[src/rtl/dmem_arbiter_if.sv]
// Requester-side bus of the data memory arbiter: one instance per master.
// The master modport belongs to the requester and the slave modport to the arbiter.
interface dmem_arbiter_if #(
  parameter int ADDR_W = 32,
  parameter int DATA_W = 32
);
  logic              req;
  logic              we;
  logic [ADDR_W-1:0] addr;
  logic [DATA_W-1:0] wdata;
  logic              gnt;
  logic [DATA_W-1:0] rdata;
  logic              rvalid;

  modport master (
    output req, we, addr, wdata,
    input  gnt, rdata, rvalid
  );

  modport slave (
    input  req, we, addr, wdata,
    output gnt, rdata, rvalid
  );
endinterface

[src/rtl/dmem_arbiter.sv]
// dmem_arbiter: shares one data memory between the load/store port (m0) and a loader/DMA master (m1).
// Default is round robin with a MAX_BURST limit; define DMEM_ARB_FIXED_PRIO_EN for fixed m0 priority.
module dmem_arbiter #(
  parameter int ADDR_W    = 32,
  parameter int DATA_W    = 32,
  parameter int MAX_BURST = 4
) (
  input  logic              clk,
  input  logic              rst,
  dmem_arbiter_if.slave     m0,
  dmem_arbiter_if.slave     m1,
  output logic              mem_wr_en,
  output logic [ADDR_W-1:0] mem_addr,
  output logic [DATA_W-1:0] mem_wr_data,
  input  logic [DATA_W-1:0] mem_rd_data
);

  typedef enum logic [1:0] {
    IDLE = 2'd0,
    OWN0 = 2'd1,
    OWN1 = 2'd2
  } state_t;

  state_t            state;
  state_t            state_next;
  logic              access0;
  logic              access1;
  logic [DATA_W-1:0] rdata0;
  logic [DATA_W-1:0] rdata1;
  logic              rvalid0;
  logic              rvalid1;

  assign m0.gnt    = (state == OWN0);
  assign m1.gnt    = (state == OWN1);
  assign m0.rdata  = rdata0;
  assign m1.rdata  = rdata1;
  assign m0.rvalid = rvalid0;
  assign m1.rvalid = rvalid1;

  // Gating with rst keeps a write from landing in the cycle reset is asserted.
  assign access0 = (state == OWN0) && m0.req && rst;
  assign access1 = (state == OWN1) && m1.req && rst;

`ifdef DMEM_ARB_FIXED_PRIO_EN

  always_ff @(posedge clk) begin
    if (!rst) begin
      state <= IDLE;
    end else begin
      state <= state_next;
    end
  end

  always_comb begin
    state_next = state;
    case (state)
      IDLE: begin
        if (m0.req) begin
          state_next = OWN0;
        end else if (m1.req) begin
          state_next = OWN1;
        end
      end
      OWN0: begin
        if (!m0.req) begin
          state_next = m1.req ? OWN1 : IDLE;
        end
      end
      OWN1: begin
        if (m0.req) begin
          state_next = OWN0;
        end else if (!m1.req) begin
          state_next = IDLE;
        end
      end
      default: state_next = IDLE;
    endcase
  end

`else

  localparam int CNT_W = $clog2(MAX_BURST + 1);
  localparam logic [CNT_W-1:0] CNT_MAX  = CNT_W'(MAX_BURST);
  localparam logic [CNT_W-1:0] CNT_LAST = CNT_W'(MAX_BURST - 1);

  logic [CNT_W-1:0] burst_cnt;
  logic [CNT_W-1:0] burst_next;
  logic [CNT_W-1:0] burst_inc;
  logic             burst_done;
  logic             last;
  logic             last_next;

  assign burst_inc  = (burst_cnt == CNT_MAX) ? burst_cnt : burst_cnt + CNT_W'(1);
  // >= so that a counter saturated during a solo burst still yields to a late requester.
  assign burst_done = (burst_cnt >= CNT_LAST);

  always_ff @(posedge clk) begin
    if (!rst) begin
      state     <= IDLE;
      burst_cnt <= '0;
      last      <= 1'b1;
    end else begin
      state     <= state_next;
      burst_cnt <= burst_next;
      last      <= last_next;
    end
  end

  always_comb begin
    state_next = state;
    burst_next = burst_cnt;
    last_next  = last;
    case (state)
      IDLE: begin
        if (m0.req && m1.req) begin
          state_next = last ? OWN0 : OWN1;
        end else if (m0.req) begin
          state_next = OWN0;
        end else if (m1.req) begin
          state_next = OWN1;
        end
      end
      OWN0: begin
        if (m0.req) begin
          burst_next = burst_inc;
          if (burst_done && m1.req) begin
            state_next = OWN1;
            burst_next = '0;
            last_next  = 1'b0;
          end
        end else begin
          state_next = m1.req ? OWN1 : IDLE;
          burst_next = '0;
          last_next  = 1'b0;
        end
      end
      OWN1: begin
        if (m1.req) begin
          burst_next = burst_inc;
          if (burst_done && m0.req) begin
            state_next = OWN0;
            burst_next = '0;
            last_next  = 1'b1;
          end
        end else begin
          state_next = m0.req ? OWN0 : IDLE;
          burst_next = '0;
          last_next  = 1'b1;
        end
      end
      default: begin
        state_next = IDLE;
        burst_next = '0;
      end
    endcase
  end

`endif

  always_comb begin
    mem_wr_en   = 1'b0;
    mem_addr    = '0;
    mem_wr_data = '0;
    if (access0) begin
      mem_wr_en   = m0.we;
      mem_addr    = m0.addr;
      mem_wr_data = m0.wdata;
    end else if (access1) begin
      mem_wr_en   = m1.we;
      mem_addr    = m1.addr;
      mem_wr_data = m1.wdata;
    end
  end

  // Read data is only captured for the owner; the other master's rdata holds.
  always_ff @(posedge clk) begin
    if (!rst) begin
      rdata0  <= '0;
      rdata1  <= '0;
      rvalid0 <= 1'b0;
      rvalid1 <= 1'b0;
    end else begin
      rvalid0 <= access0 && !m0.we;
      rvalid1 <= access1 && !m1.we;
      if (access0 && !m0.we) begin
        rdata0 <= mem_rd_data;
      end
      if (access1 && !m1.we) begin
        rdata1 <= mem_rd_data;
      end
    end
  end

endmodule

[src/flat_wrapper.sv]
// flat-port wrapper written by rule: the top's interface ports become plain ports
module dmem_arbiter_flat 
#(
  parameter int ADDR_W    = 32,
  parameter int DATA_W    = 32,
  parameter int MAX_BURST = 4
)
  (clk, rst, mem_wr_en, mem_addr, mem_wr_data, mem_rd_data, m0_req, m0_we, m0_addr, m0_wdata, m0_gnt, m0_rdata, m0_rvalid, m1_req, m1_we, m1_addr, m1_wdata, m1_gnt, m1_rdata, m1_rvalid);
  dmem_arbiter_if #(.ADDR_W(ADDR_W), .DATA_W(DATA_W)) m0_i ();
  dmem_arbiter_if #(.ADDR_W(ADDR_W), .DATA_W(DATA_W)) m1_i ();
  input  logic clk;
  input  logic rst;
  output logic mem_wr_en;
  output logic [ADDR_W-1:0] mem_addr;
  output logic [DATA_W-1:0] mem_wr_data;
  input  logic [DATA_W-1:0] mem_rd_data;
  input wire logic [$bits(m0_i.req)-1:0] m0_req;
  input wire logic [$bits(m0_i.we)-1:0] m0_we;
  input wire logic [$bits(m0_i.addr)-1:0] m0_addr;
  input wire logic [$bits(m0_i.wdata)-1:0] m0_wdata;
  output wire logic [$bits(m0_i.gnt)-1:0] m0_gnt;
  output wire logic [$bits(m0_i.rdata)-1:0] m0_rdata;
  output wire logic [$bits(m0_i.rvalid)-1:0] m0_rvalid;
  input wire logic [$bits(m1_i.req)-1:0] m1_req;
  input wire logic [$bits(m1_i.we)-1:0] m1_we;
  input wire logic [$bits(m1_i.addr)-1:0] m1_addr;
  input wire logic [$bits(m1_i.wdata)-1:0] m1_wdata;
  output wire logic [$bits(m1_i.gnt)-1:0] m1_gnt;
  output wire logic [$bits(m1_i.rdata)-1:0] m1_rdata;
  output wire logic [$bits(m1_i.rvalid)-1:0] m1_rvalid;
  assign m0_i.req = m0_req;
  assign m0_i.we = m0_we;
  assign m0_i.addr = m0_addr;
  assign m0_i.wdata = m0_wdata;
  assign m0_gnt = m0_i.gnt;
  assign m0_rdata = m0_i.rdata;
  assign m0_rvalid = m0_i.rvalid;
  assign m1_i.req = m1_req;
  assign m1_i.we = m1_we;
  assign m1_i.addr = m1_addr;
  assign m1_i.wdata = m1_wdata;
  assign m1_gnt = m1_i.gnt;
  assign m1_rdata = m1_i.rdata;
  assign m1_rvalid = m1_i.rvalid;
  dmem_arbiter #(.ADDR_W(ADDR_W), .DATA_W(DATA_W), .MAX_BURST(MAX_BURST)) u_core (.clk(clk), .rst(rst), .m0(m0_i), .m1(m1_i), .mem_wr_en(mem_wr_en), .mem_addr(mem_addr), .mem_wr_data(mem_wr_data), .mem_rd_data(mem_rd_data));
endmodule
[config.mk]
export PLATFORM = sky130hd
export DESIGN_NAME = dmem_arbiter_flat
export DESIGN_NICKNAME = d
export VERILOG_FILES = /design/src/rtl/dmem_arbiter_if.sv /design/src/rtl/dmem_arbiter.sv /design/src/flat_wrapper.sv
export SDC_FILE = /design/constraint.sdc
export NUM_CORES = 1
export LEC_CHECK = 0
export CAP_MARGIN = 10
export CORE_AREA = 2 2 116 118
export DETAILED_ROUTE_END_ITERATION = 6
export DIE_AREA = 0 0 118 120
export PLACE_DENSITY = 0.71
export SLEW_MARGIN = 20
export SYNTH_ARGS = -nofsm -noshare
export SYNTH_HDL_FRONTEND = slang
export SYNTH_SLANG_ARGS = --single-unit
[constraint.sdc]
create_clock -name clk -period 3.15 [get_ports clk]
set_input_delay 0.7875 -clock clk [delete_from_list [all_inputs] [get_ports clk]]
set_output_delay 0.7875 -clock clk [all_outputs]
set_load 0.01 [all_outputs]
Word-level counts from Yosys, hierarchy flattened
Cells that the tools add are included.
{ "totals": {"out_inout_bits": 133, "reg_bits": 72, "inputBits": 166, "word_cells": 58} }
{ "op_classes": {"n_addsub": 1, "eq_ne": 6, "magnitude_cmp": 1, "n_reduce_logical": 15, "mux": 28} }
{ "op_table": {"columns": ["operator", "count"], "rows": [
  ["$mux W32", 4],
  ["$mux W2", 9],
  ["$mux W3", 5],
  ["$logic_and A1 B1 Y1", 9],
  ["$pmux W3 S3", 1],
  ["$mux W1", 7],
  ["$ne A3 B2 Y1 const B", 2],
  ["$pmux W2 S3", 1],
  ["$reduce_and A3 Y1", 2],
  ["$ne A4 B3 Y1 const B", 1],
  ["$add A3 B1 Y3 const B", 1],
  ["$eq A3 B3 Y1 const B", 1],
  ["$ge A3 B2 Y1 const B", 1],
  ["$eq A2 B1 Y1 const B", 1],
  ["$eq A2 B2 Y1 const B", 1],
  ["$logic_not A1 Y1", 2],
  ["$logic_not A2 Y1", 1],
  ["$pmux W1 S2", 1],
  ["$reduce_bool A2 Y1", 1]
]} }

Depth between registers and ports, before layout
Gate-level depths: netlist of run 1.
{ "logic_depth": {"depth_word": 5, "ltp_mapped": 8, "depth_no_buf": 6} }

Least setup slack after synthesis of run 1
OpenSTA, ideal clock, no wires.
{ "synth_path": {"path_type": "input to output", "startpoint": "input port rst", "endpoint": "output port mem_addr[12]", "arrival_time_ns": 1.725, "n_path_buf": 3, "setup_slack_ns": 0.638, "t_required_ns": 2.362, "stages": 7, "path_cell_list": "buf_2 > inv_2 > nor2_2 > nor2_1 > buf_4 > buf_2 > a22o_1"} }
{ "synth_via": {"elab_chain_cells": 3, "word_cells_on_any_way": 4, "classes_between": "2 x mux; 2 x reduce/logical"} }
{ "synth_lines": {"columns": ["element", "line", "source"], "rows": [
  ["start, declared", "flat_wrapper.sv:12", "input logic rst;"],
  ["$logic_and A1 B1 Y1", "dmem_arbiter.sv:42", "assign access1 = (state == OWN1) && m1.req && rst;"],
  ["$mux W32", "dmem_arbiter.sv:168", "end else if (access1) begin"],
  ["$mux W32 *", "dmem_arbiter.sv:164", "if (access0) begin"],
  ["end, declared", "flat_wrapper.sv:14", "output logic [ADDR_W-1:0] mem_addr;"]
]} }
Mark *: on every way between the ends. The rest lies on a longest branch, timed or not.

Final worst setup path of run 1
{ "layout_path": {"startpoint": "input port m0_req", "endpoint": "output port mem_wr_data[23]"} }
{ "layout_via": {"elab_chain_cells": 3} }
{ "layout_lines": {"columns": ["element", "line", "source"], "rows": [
  ["start, declared", "flat_wrapper.sv:17", "input wire logic [$bits(m0_i.req)-1:0] m0_req;"],
  ["$logic_and A1 B1 Y1 (2 in a row)", "dmem_arbiter.sv:41", "assign access0 = (state == OWN0) && m0.req && rst;"],
  ["$mux W32", "dmem_arbiter.sv:164", null],
  ["end, declared", "flat_wrapper.sv:15", "output logic [DATA_W-1:0] mem_wr_data;"]
]} }
Every way passes these cells.

==> results of run 1 <==
## registers in the layout (all words and copies together), names as in the netlist
name              count
u_core.burst_cnt      3
u_core.m1.rdata      32
u_core.last           1
u_core.state          2
u_core.m0.rvalid      1
u_core.m1.rvalid      1
u_core.m0.rdata      32
## layer usage
| metal | track usage, % | share of wire [%] | up-vias |
|---|---|---|---|
| met5 | 0 | 0 | - |
| met4 | 7.38 | 1.6 | 0 |
| met3 | 8.08 | 8.6 | 17 |
| met2 | 45.2 | 49 | 231 |
| met1 | 30.2 | 40 | 2041 |
| li1 | - | - | 2060 |
## area by class of cell
| class | count | area, um^2 |
|---|---|---|
| Fill cell | 1209 | 6010 |
| Timing Repair Buffer | 319 | 3200 |
| Multi-Input combinational cell | 308 | 1760 |
| Sequential cell | 72 | 1440 |
| Clock buffer | 10 | 239 |
| Tap cell | 176 | 220 |
| Clock inverter | 5 | 81.3 |
| Inverter | 7 | 26.3 |
| Antenna cell | 2 | 5.00 |
## stage by stage
stage                     TNS [ns]  std cells  cell area, um^2  utilization [%]
after detailed placement    -15.99        879             6620             51.0
after floorplan                  0        424             3370                -
after global placement      -14.00        879             6620             51.0
final                            0        899             6970             53.7
after global routing        -0.108        897             6970             53.7
after CTS                   -0.851        896             6940             53.5
## worst register-to-register path, cell delays in order, from the launching register on
cell,delay [ns]
dfxtp_1,0.34
inv_1,0.09
ha_1,0.31
nand3_2,0.15
buf_4,0.17
nor2_4,0.30
buf_12,0.27
o21ai_0,0.15
## power groups by stage
| stage | sequential [mW] | combinational (mW) | clock (mW) |
|---|---|---|---|
| 6_report | 1.03 | 1.18 | 1.09 |
| 5_1_grt | 1.04 | 1.25 | 1.16 |
| 3_5_place_dp | 1.05 | 1.20 | 0 |
| 2_1_floorplan | 1.07 | 0.455 | 0 |
| 4_1_cts | 1.03 | 1.18 | 1.12 |
| 3_3_place_gp | 1.04 | 1.19 | 0 |
## what timing repair did
item	in CTS	in global routing
setup buffers	1	1
endpoints found under the setup margin	65	26
pin swaps	1	1
gates resized for setup	82	6
cloned	1	0
## cells in the final DEF (no fill, tap or decap), types with 3 or more instances in the layout
cell type	synthesis	final
dlymetal6s2s_1	0	5
dfxtp_1	72	72
buf_4	2	12
clkdlybuf4s15_2	0	7
buf_2	23	3
clkdlybuf4s50_1	0	238
nand2_1	134	134
ha_1	7	7
a22o_1	65	65
nor2_1	5	3
inv_1	6	6
clkbuf_16	0	9
buf_12	0	5
o21ai_1	8	8
dlygate4sd2_1	0	41
a21oi_1	5	5
nor2_4	0	3
o21ai_0	60	60
clkdlybuf4s15_1	0	4
## final timing paths
check / from / endpoint / slack, ns / depth (start not counted)
worst min register to register: u_core.m0.rdata[6] / u_core.m0.rdata[6] / 0.45 / 2
worst max register to register: u_core.state[0] / u_core.m1.rdata[24] / 1.25 / 7
worst max-delay path: m0_req / mem_wr_data[23] / 0.04 / 6
worst min-delay path: u_core.m0.rdata[6] / u_core.m0.rdata[6] / 0.45 / 2
## kinds of logic (layout without fill, tap and decap cells)
| logic type | after synthesis | count (layout) | share of synthesized area [%] |
|---|---|---|---|
| other | 0 | 2 | 0 |
| buffers and inverters | 44 | 341 | 6.01 |
| AO/OA/AOI/OAI | 147 | 147 | 30.2 |
| adder cells (fa/ha/maj) | 7 | 7 | 2.60 |
| multiplexers | 2 | 2 | 0.593 |
| flip-flops | 72 | 72 | 42.7 |
| AND/OR/NAND/NOR | 152 | 152 | 17.9 |
==> impl_metrics.ini, run 1 <==
[synth]
syn-num-nets = 597
synth_warnings = 0
ys_seq_area_share_pct = 42.7
synthMostInstantiatedCell = nand2_1
yosys-top-cells-count = 134 x nand2_1, 72 x dfxtp_1, 65 x a22o_1
synth_area_per_cell_um2 = 7.96
ys_ff_latch = 72
synth-main-ff-cell = dfxtp_1
synth_top_area_share_pct = 42.7
ys_top_cells_by_area = dfxtp_1 43%, a22o_1 17%, nand2_1 15%
synth_area_leader_cell = dfxtp_1
async_reset_ff_share_pct = 0
ys_types = 33
synth_cells = 424
synth.cell_area_um2 = 3370
synth_edf_count = 0

[power_and_ir_drop]
ir_drop_mv = 0.364
finalPower_mw = 3.30
p_comb_share_pct = 35.7
power.share.clock_pct = 33.1
power-per-cell-area_nw_per_um2 = 473
seqPwrFrac_pct = 31.2
p_sw_mw = 0.964
p_leak_nw = 2.81
intPower_mw = 2.34
p_sw_share_pct = 29.2

[grt]
grt_pass1_vias = 4374
grt_overflow = 0
grt_first_pass_wirelength_um = 27300
grt_antenna_before_repair = 2
grt_max_degree = 69
grt_usage_pct = 25.8

[critical_path]
cp_slowest_cell = clkdlybuf4s50_1
slowest_delay_ns = 0.54
crit_arrival_ns = 2.32
worstSetupPathType = in2out
endpoint_kind = output port
worstPathMaxFanout = 23
crit_chain = dlygate4sd2_1 > nand2_2 > nor2_4 > buf_6 > a22o_1 > clkdlybuf4s50_1
critPathRequiredTime_ns = 2.36
path_buf_inv = 3
start_kind = input pin
crit_family = buffers and inverters

[finish]
syn_to_final_growth_pct = 107
layout-drive-gt1-share_pct = 8.04
nNetsFinal = 890

[clock_network]
htreeDepth = 3
cts.clk_slew.worst_paths_ns = 0.05
cts_tree = done
cts.path.max_buffers = 2
clk_latency_ns = 0.33
cts_made_buffers = 9
cts_sinks = 72
holdBufCountCts = 0
cts-root-buf = clkbuf_16

[place]
post-dp-hpwl_um = 14900
place_congestion = 0.954
dp_slack_ns = -0.319
io_buffers = 298

[floorplan]
die_y_um = 120
rows = 42
start_util_pct = 26.0
die-area_um2 = 14200
die_w_um = 118
core_area_um2 = 13000
boundaryPins = 299

[sta]
tightest_slew_ns = 0.718
finClkSkew_ns = 0.00629
setup_viol = 0
relSlewSlack_pct = 52.1
hold_violations = 0
fin_hold_ws_ns = 0.454
rsz0062_at_grt = true
fin_crit_ns = 3.11
max_freq_mhz = 322
min_period_over_period_pct = 98.6
setup_ws_ns = 0.0427
drv_slew = 0

[detailed_routing]
routedWlPerCell_um = 20.9
first_pass_iters = 5
first_iter_violations = 191
viasPerCell = 4.84
drt_wl_total_um = 18800
ant_nets = 0
drc = 0
dr_total_vias = 4349

[run]
maxCapViolations = 0

[run_status]
status = finished clean

[worst_hold_path]
worstHoldPathType = reg2reg
(Power assumes the default switching activity.)
==> run 2: changes to the inputs <==
==> constraint.sdc (replaced) <==
create_clock -name clk -period 3.3 [get_ports clk]
set_input_delay 0.825 -clock clk [delete_from_list [all_inputs] [get_ports clk]]
set_output_delay 0.825 -clock clk [all_outputs]
set_load 0.01 [all_outputs]
==> impl_metrics.ini, run 2 (synthesized netlist as in run 1, its figures left out) <==
[run_status]
status = finished clean

[grt]
grt_max_degree = 66
use_met3_pct = 9.55
grt_overflow = 0
use_met1_pct = 29.3
grt_pass1_vias = 4183
met2_usage_pct = 42.4
grt_first_pass_wirelength_um = 26300
busiest_layer = met2
grt_usage_pct = 25.1
grt_antenna_before_repair = 1

[floorplan]
start_util_pct = 26.0
die_w_um = 118
boundaryPins = 299
die-area_um2 = 14200
die_y_um = 120
core_area_um2 = 13000
rows = 42

[worst_hold_path]
worstHoldPathType = reg2reg
hold_end = u_core.m0.rdata[1]
min_from = u_core.m0.rdata[1]
holdPathStages = 2

[run]
maxCapViolations = 0

[detailed_routing]
first_pass_iters = 5
drc = 0
first_iter_violations = 235
ant_nets = 0
drt_wl_total_um = 18200
routedWlPerCell_um = 20.3
viasPerCell = 4.78
dr_total_vias = 4292

[critical_path]
setup.worst_path.start = m1_req
slowest_delay_ns = 0.49
crit_arrival_ns = 2.42
worstSetupPathType = in2out
start_kind = input pin
r2r_start = u_core.burst_cnt[0]
worstPathMaxFanout = 14
crit_chain = clkdlybuf4s50_1 > nand3_2 > nor2_4 > buf_12 > bufbuf_16 > a22o_1 > clkdlybuf4s15_1
endpoint_kind = output port
reg2reg_to = u_core.burst_cnt[1]
r2r_setup_slack_ns = 1.41
reg2reg_depth = 6
cp_slowest_cell = clkdlybuf4s50_1
critPathRequiredTime_ns = 2.47

[sta]
min_period_over_period_pct = 98.5
relSlewSlack_pct = 59.9
setup_ws_ns = 0.0509
drv_slew = 0
tightest_slew_ns = 0.602
hold_violations = 0
max_freq_mhz = 308
setup_viol = 0
fin_crit_ns = 3.25
finClkSkew_ns = 0.00764

[finish]
mostFrequentLayoutCell = clkdlybuf4s50_1
utilization_pct = 52.9
layout-drive-gt1-share_pct = 8.59
syn_to_final_growth_pct = 103
layout_common_cells = 232 x clkdlybuf4s50_1, 134 x nand2_1, 72 x dfxtp_1
antennaDiodeCount = 0
final_cell_area_um2 = 6860
nNetsFinal = 891
fillerInstances = 1241

[place]
place_area_um2 = 6600
dp_slack_ns = -0.242
post-dp-hpwl_um = 14700
io_buffers = 298
place_congestion = 0.934

[clock_network]
cts_sinks = 72
cts_tree = done
holdBufCountCts = 0
cts-root-buf = clkbuf_16
cts.path.max_buffers = 2
clk_latency_ns = 0.32
htreeDepth = 3
cts.clk_slew.worst_paths_ns = 0.06
cts_made_buffers = 9

[power_and_ir_drop]
p_leak_nw = 2.96
power-per-cell-area_nw_per_um2 = 429
ir_drop_mv = 0.244
-- run 2: cell types whose count changed in the layout (fill, tap and decap cells not counted), sizes merged --
cell	previous run	this run
bufinv	2	0
clkinv	2	4
diode	2	0
clkdlybuf4s15	11	1
inv	7	8
clkdlybuf4s50	238	232
dlymetal6s2s	5	15
buf	23	22
clkbuf	10	21
dlygate4sd2	41	37
-- run 2: how the worst max path moves through the flow --
stage,depth (start not counted),to
2_1_floorplan,7,mem_addr[12]
3_3_place_gp,6,mem_wr_data[0]
3_5_place_dp,6,mem_addr[20]
4_1_cts,6,mem_addr[24]
5_1_grt,7,mem_addr[25]
6_report,7,mem_addr[25]
-- run 2: power by group --
group          total [mW]  switching (mW)  internal (mW)
logic                1.10           0.506          0.598
registers           0.980          0.0407          0.940
clock network       0.857           0.356          0.501
-- run 2: layer usage --
metal	up-vias	share of wire, %
met1	1962	39
met3	29	9.9
met5	-	0.088
li1	2065	-
met2	234	48
met4	2	3.2
-- run 2: repair_timing --
item | 4_1_cts | 5_1_grt
cloned | 1 | 0
resized for setup | 55 | 40
pin swaps | 1 | 0
buffers inserted | 1 | 1
endpoints found under the setup margin | 65 | 29
-- run 2: area by class of cell --
type                       count  area, um^2  share of cell area (%)
clock buffer                   9         225                    3.28
clock inverter                 6        36.3                   0.529
inverter                       7        26.3                   0.383
multi-input combinational    308        1760                    25.7
sequential                    72        1440                    21.0
tap                          176         220                    3.21
timing repair buffer         320        3150                    45.9
-- run 2: worst max-delay path: cells and delay by family --
kind,cells,cell delay (ns)
buffers and inverters,4,1.18
AOI/OAI and AO/OA,1,0.13
and+or+nand+nor,2,0.28
-- run 2: metrics by stage --
step / std cells / setup TNS (ns) / total power, mW / hold WS (ns)
floorplan: 424 / 0 / 1.45 / 0.471
global placement: 880 / -8.50 / 2.12 / 0.437
detailed placement: 880 / -10.77 / 2.14 / 0.441
CTS: 897 / -0.00968 / 2.97 / 0.450
global route: 898 / -0.000493 / 3.08 / 0.462
finish: 898 / 0 / 2.94 / 0.450
==> run 3: changes to the inputs <==
==> constraint.sdc (replaced) <==
create_clock -name clk -period 3.3 [get_ports clk]
set_input_delay 0.825 -clock clk [delete_from_list [all_inputs] [get_ports clk]]
set_output_delay 0.825 -clock clk [all_outputs]
set_load 0.02 [all_outputs]
==> impl_metrics.ini, run 3 (synthesized netlist as in run 1, its figures left out) <==
[clock_network]
cts.path.max_buffers = 2
cts_made_buffers = 9
cts-root-buf = clkbuf_16
cts.clk_slew.worst_paths_ns = 0.06
cts_tree = done
clk_latency_ns = 0.33
cts_sinks = 72
htreeDepth = 3

[critical_path]
start_kind = input pin
reg2reg_depth = 6
r2r_start = u_core.burst_cnt[0]
endpoint_kind = output port
crit_arrival_ns = 2.44
critPathRequiredTime_ns = 2.47
worstSetupPathType = in2out
worstPathMaxFanout = 22
r2r_setup_slack_ns = 1.41
reg2reg_to = u_core.burst_cnt[1]

[grt]
grt_max_degree = 67
grt_pass1_vias = 4240
grt_first_pass_wirelength_um = 26400
grt_overflow = 0
grt_usage_pct = 24.9
grt_antenna_before_repair = 1

[floorplan]
die_y_um = 120
die_w_um = 118
core_area_um2 = 13000
rows = 42
boundaryPins = 299
die-area_um2 = 14200
start_util_pct = 26.0

[finish]
multiInputGateArea_um2 = 1760
seqCellArea_um2 = 1440
final_cell_area_um2 = 6810
nNetsFinal = 885
syn_to_final_growth_pct = 102
antennaDiodeCount = 0
layout-drive-gt1-share_pct = 6.15
layout_common_cells = 232 x clkdlybuf4s50_1, 134 x nand2_1, 72 x dfxtp_1
fillerInstances = 1217
mostFrequentLayoutCell = clkdlybuf4s50_1

[detailed_routing]
first_pass_iters = 5
dr_total_vias = 4359
drc = 0
ant_nets = 0
routedWlPerCell_um = 20.4
viasPerCell = 4.89
first_iter_violations = 308
drt_wl_total_um = 18200

[place]
post-dp-hpwl_um = 14600
place_congestion = 0.977
dp_slack_ns = -0.260
io_buffers = 298
place_area_um2 = 6610

[sta]
rsz0062_at_grt = false
min_period_over_period_pct = 98.9
max_freq_mhz = 307
tightest_slew_ns = 0.672
finClkSkew_ns = 0.00649
hold_violations = 0
setup_ws_ns = 0.0375
tns_ns = 0
relSlewSlack_pct = 55.2
fin_crit_ns = 3.26
setup_viol = 0
drv_slew = 0

[worst_hold_path]
hold_end = u_core.m0.rdata[0]
worstHoldPathType = reg2reg
min_from = u_core.m0.rdata[0]
holdPathStages = 2

[run]
maxCapViolations = 0

[run_status]
status = finished clean

[power_and_ir_drop]
finalPower_mw = 3.05
power-per-cell-area_nw_per_um2 = 447
ir_drop_mv = 0.447
p_leak_nw = 2.72
## run 3: cell types whose count changed in the layout (fill, tap and decap cells not counted), moves of 3 or more
cell             before  now
clkbuf_2             12    2
buf_12                3    6
dlymetal6s2s_1       15    0
buf_4                15    9
dlygate4sd2_1        37   49
clkdlybuf4s15_1       1   14
## run 3: what timing repair did
action / in CTS / in global routing
hold buffers: 0 / 0
buffers inserted: 1 / 0
endpoints found under the setup margin: 65 / 29
gates resized for setup: 66 / 18
pin swaps: 1 / 1
## run 3: layout make-up
class	instances	area share (%)
multi-input combinational	308	25.8
inverter	7	0.386
clock inverter	4	0.331
tap	176	3.23
sequential	72	21.2
clock buffer	10	3.51
timing repair buffer	314	45.6
## run 3: stage by stage
stage	util (%)	instances	hold WS [ns]
final	52.5	891	0.445
after detailed placement	50.9	876	0.443
after floorplan	-	424	0.471
after global routing	52.5	891	0.475
after global placement	50.9	876	0.436
after CTS	52.4	891	0.451
## run 3: report_power, final
part / switching (mW) / internal (mW)
logic: 0.622 / 0.582
registers: 0.0427 / 0.940
clock network: 0.345 / 0.516
## run 3: worst max-delay path, stage by stage
cell and delay, ns:
clkdlybuf4s50_1 0.49, nand2_2 0.08, nor2_4 0.18, buf_12 0.18
buf_12 0.17, a22o_1 0.15, clkdlybuf4s15_1 0.35
## run 3: how the worst max path moves through the flow
stage | start | end | slack (ns) | cells after the start
2_1_floorplan | rst | mem_addr[12] | 0.65 | 7
3_3_place_gp | m1_req | mem_addr[12] | -0.25 | 6
3_5_place_dp | m1_req | mem_addr[26] | -0.26 | 6
4_1_cts | m0_req | mem_addr[26] | 0.01 | 7
5_1_grt | m0_req | mem_wr_data[7] | 0.00007 | 7
6_report | m0_req | mem_wr_data[5] | 0.04 | 7
## run 3: metal layers
| metal | routed length, um | vias up | track usage (%) |
|---|---|---|---|
| met5 | 13 | - | 0 |
| met4 | 629 | 2 | 9.34 |
| met3 | 1780 | 34 | 9.74 |
| met2 | 8400 | 239 | 40.8 |
| met1 | 7330 | 2032 | 29.5 |
| li1 | - | 2052 | - |
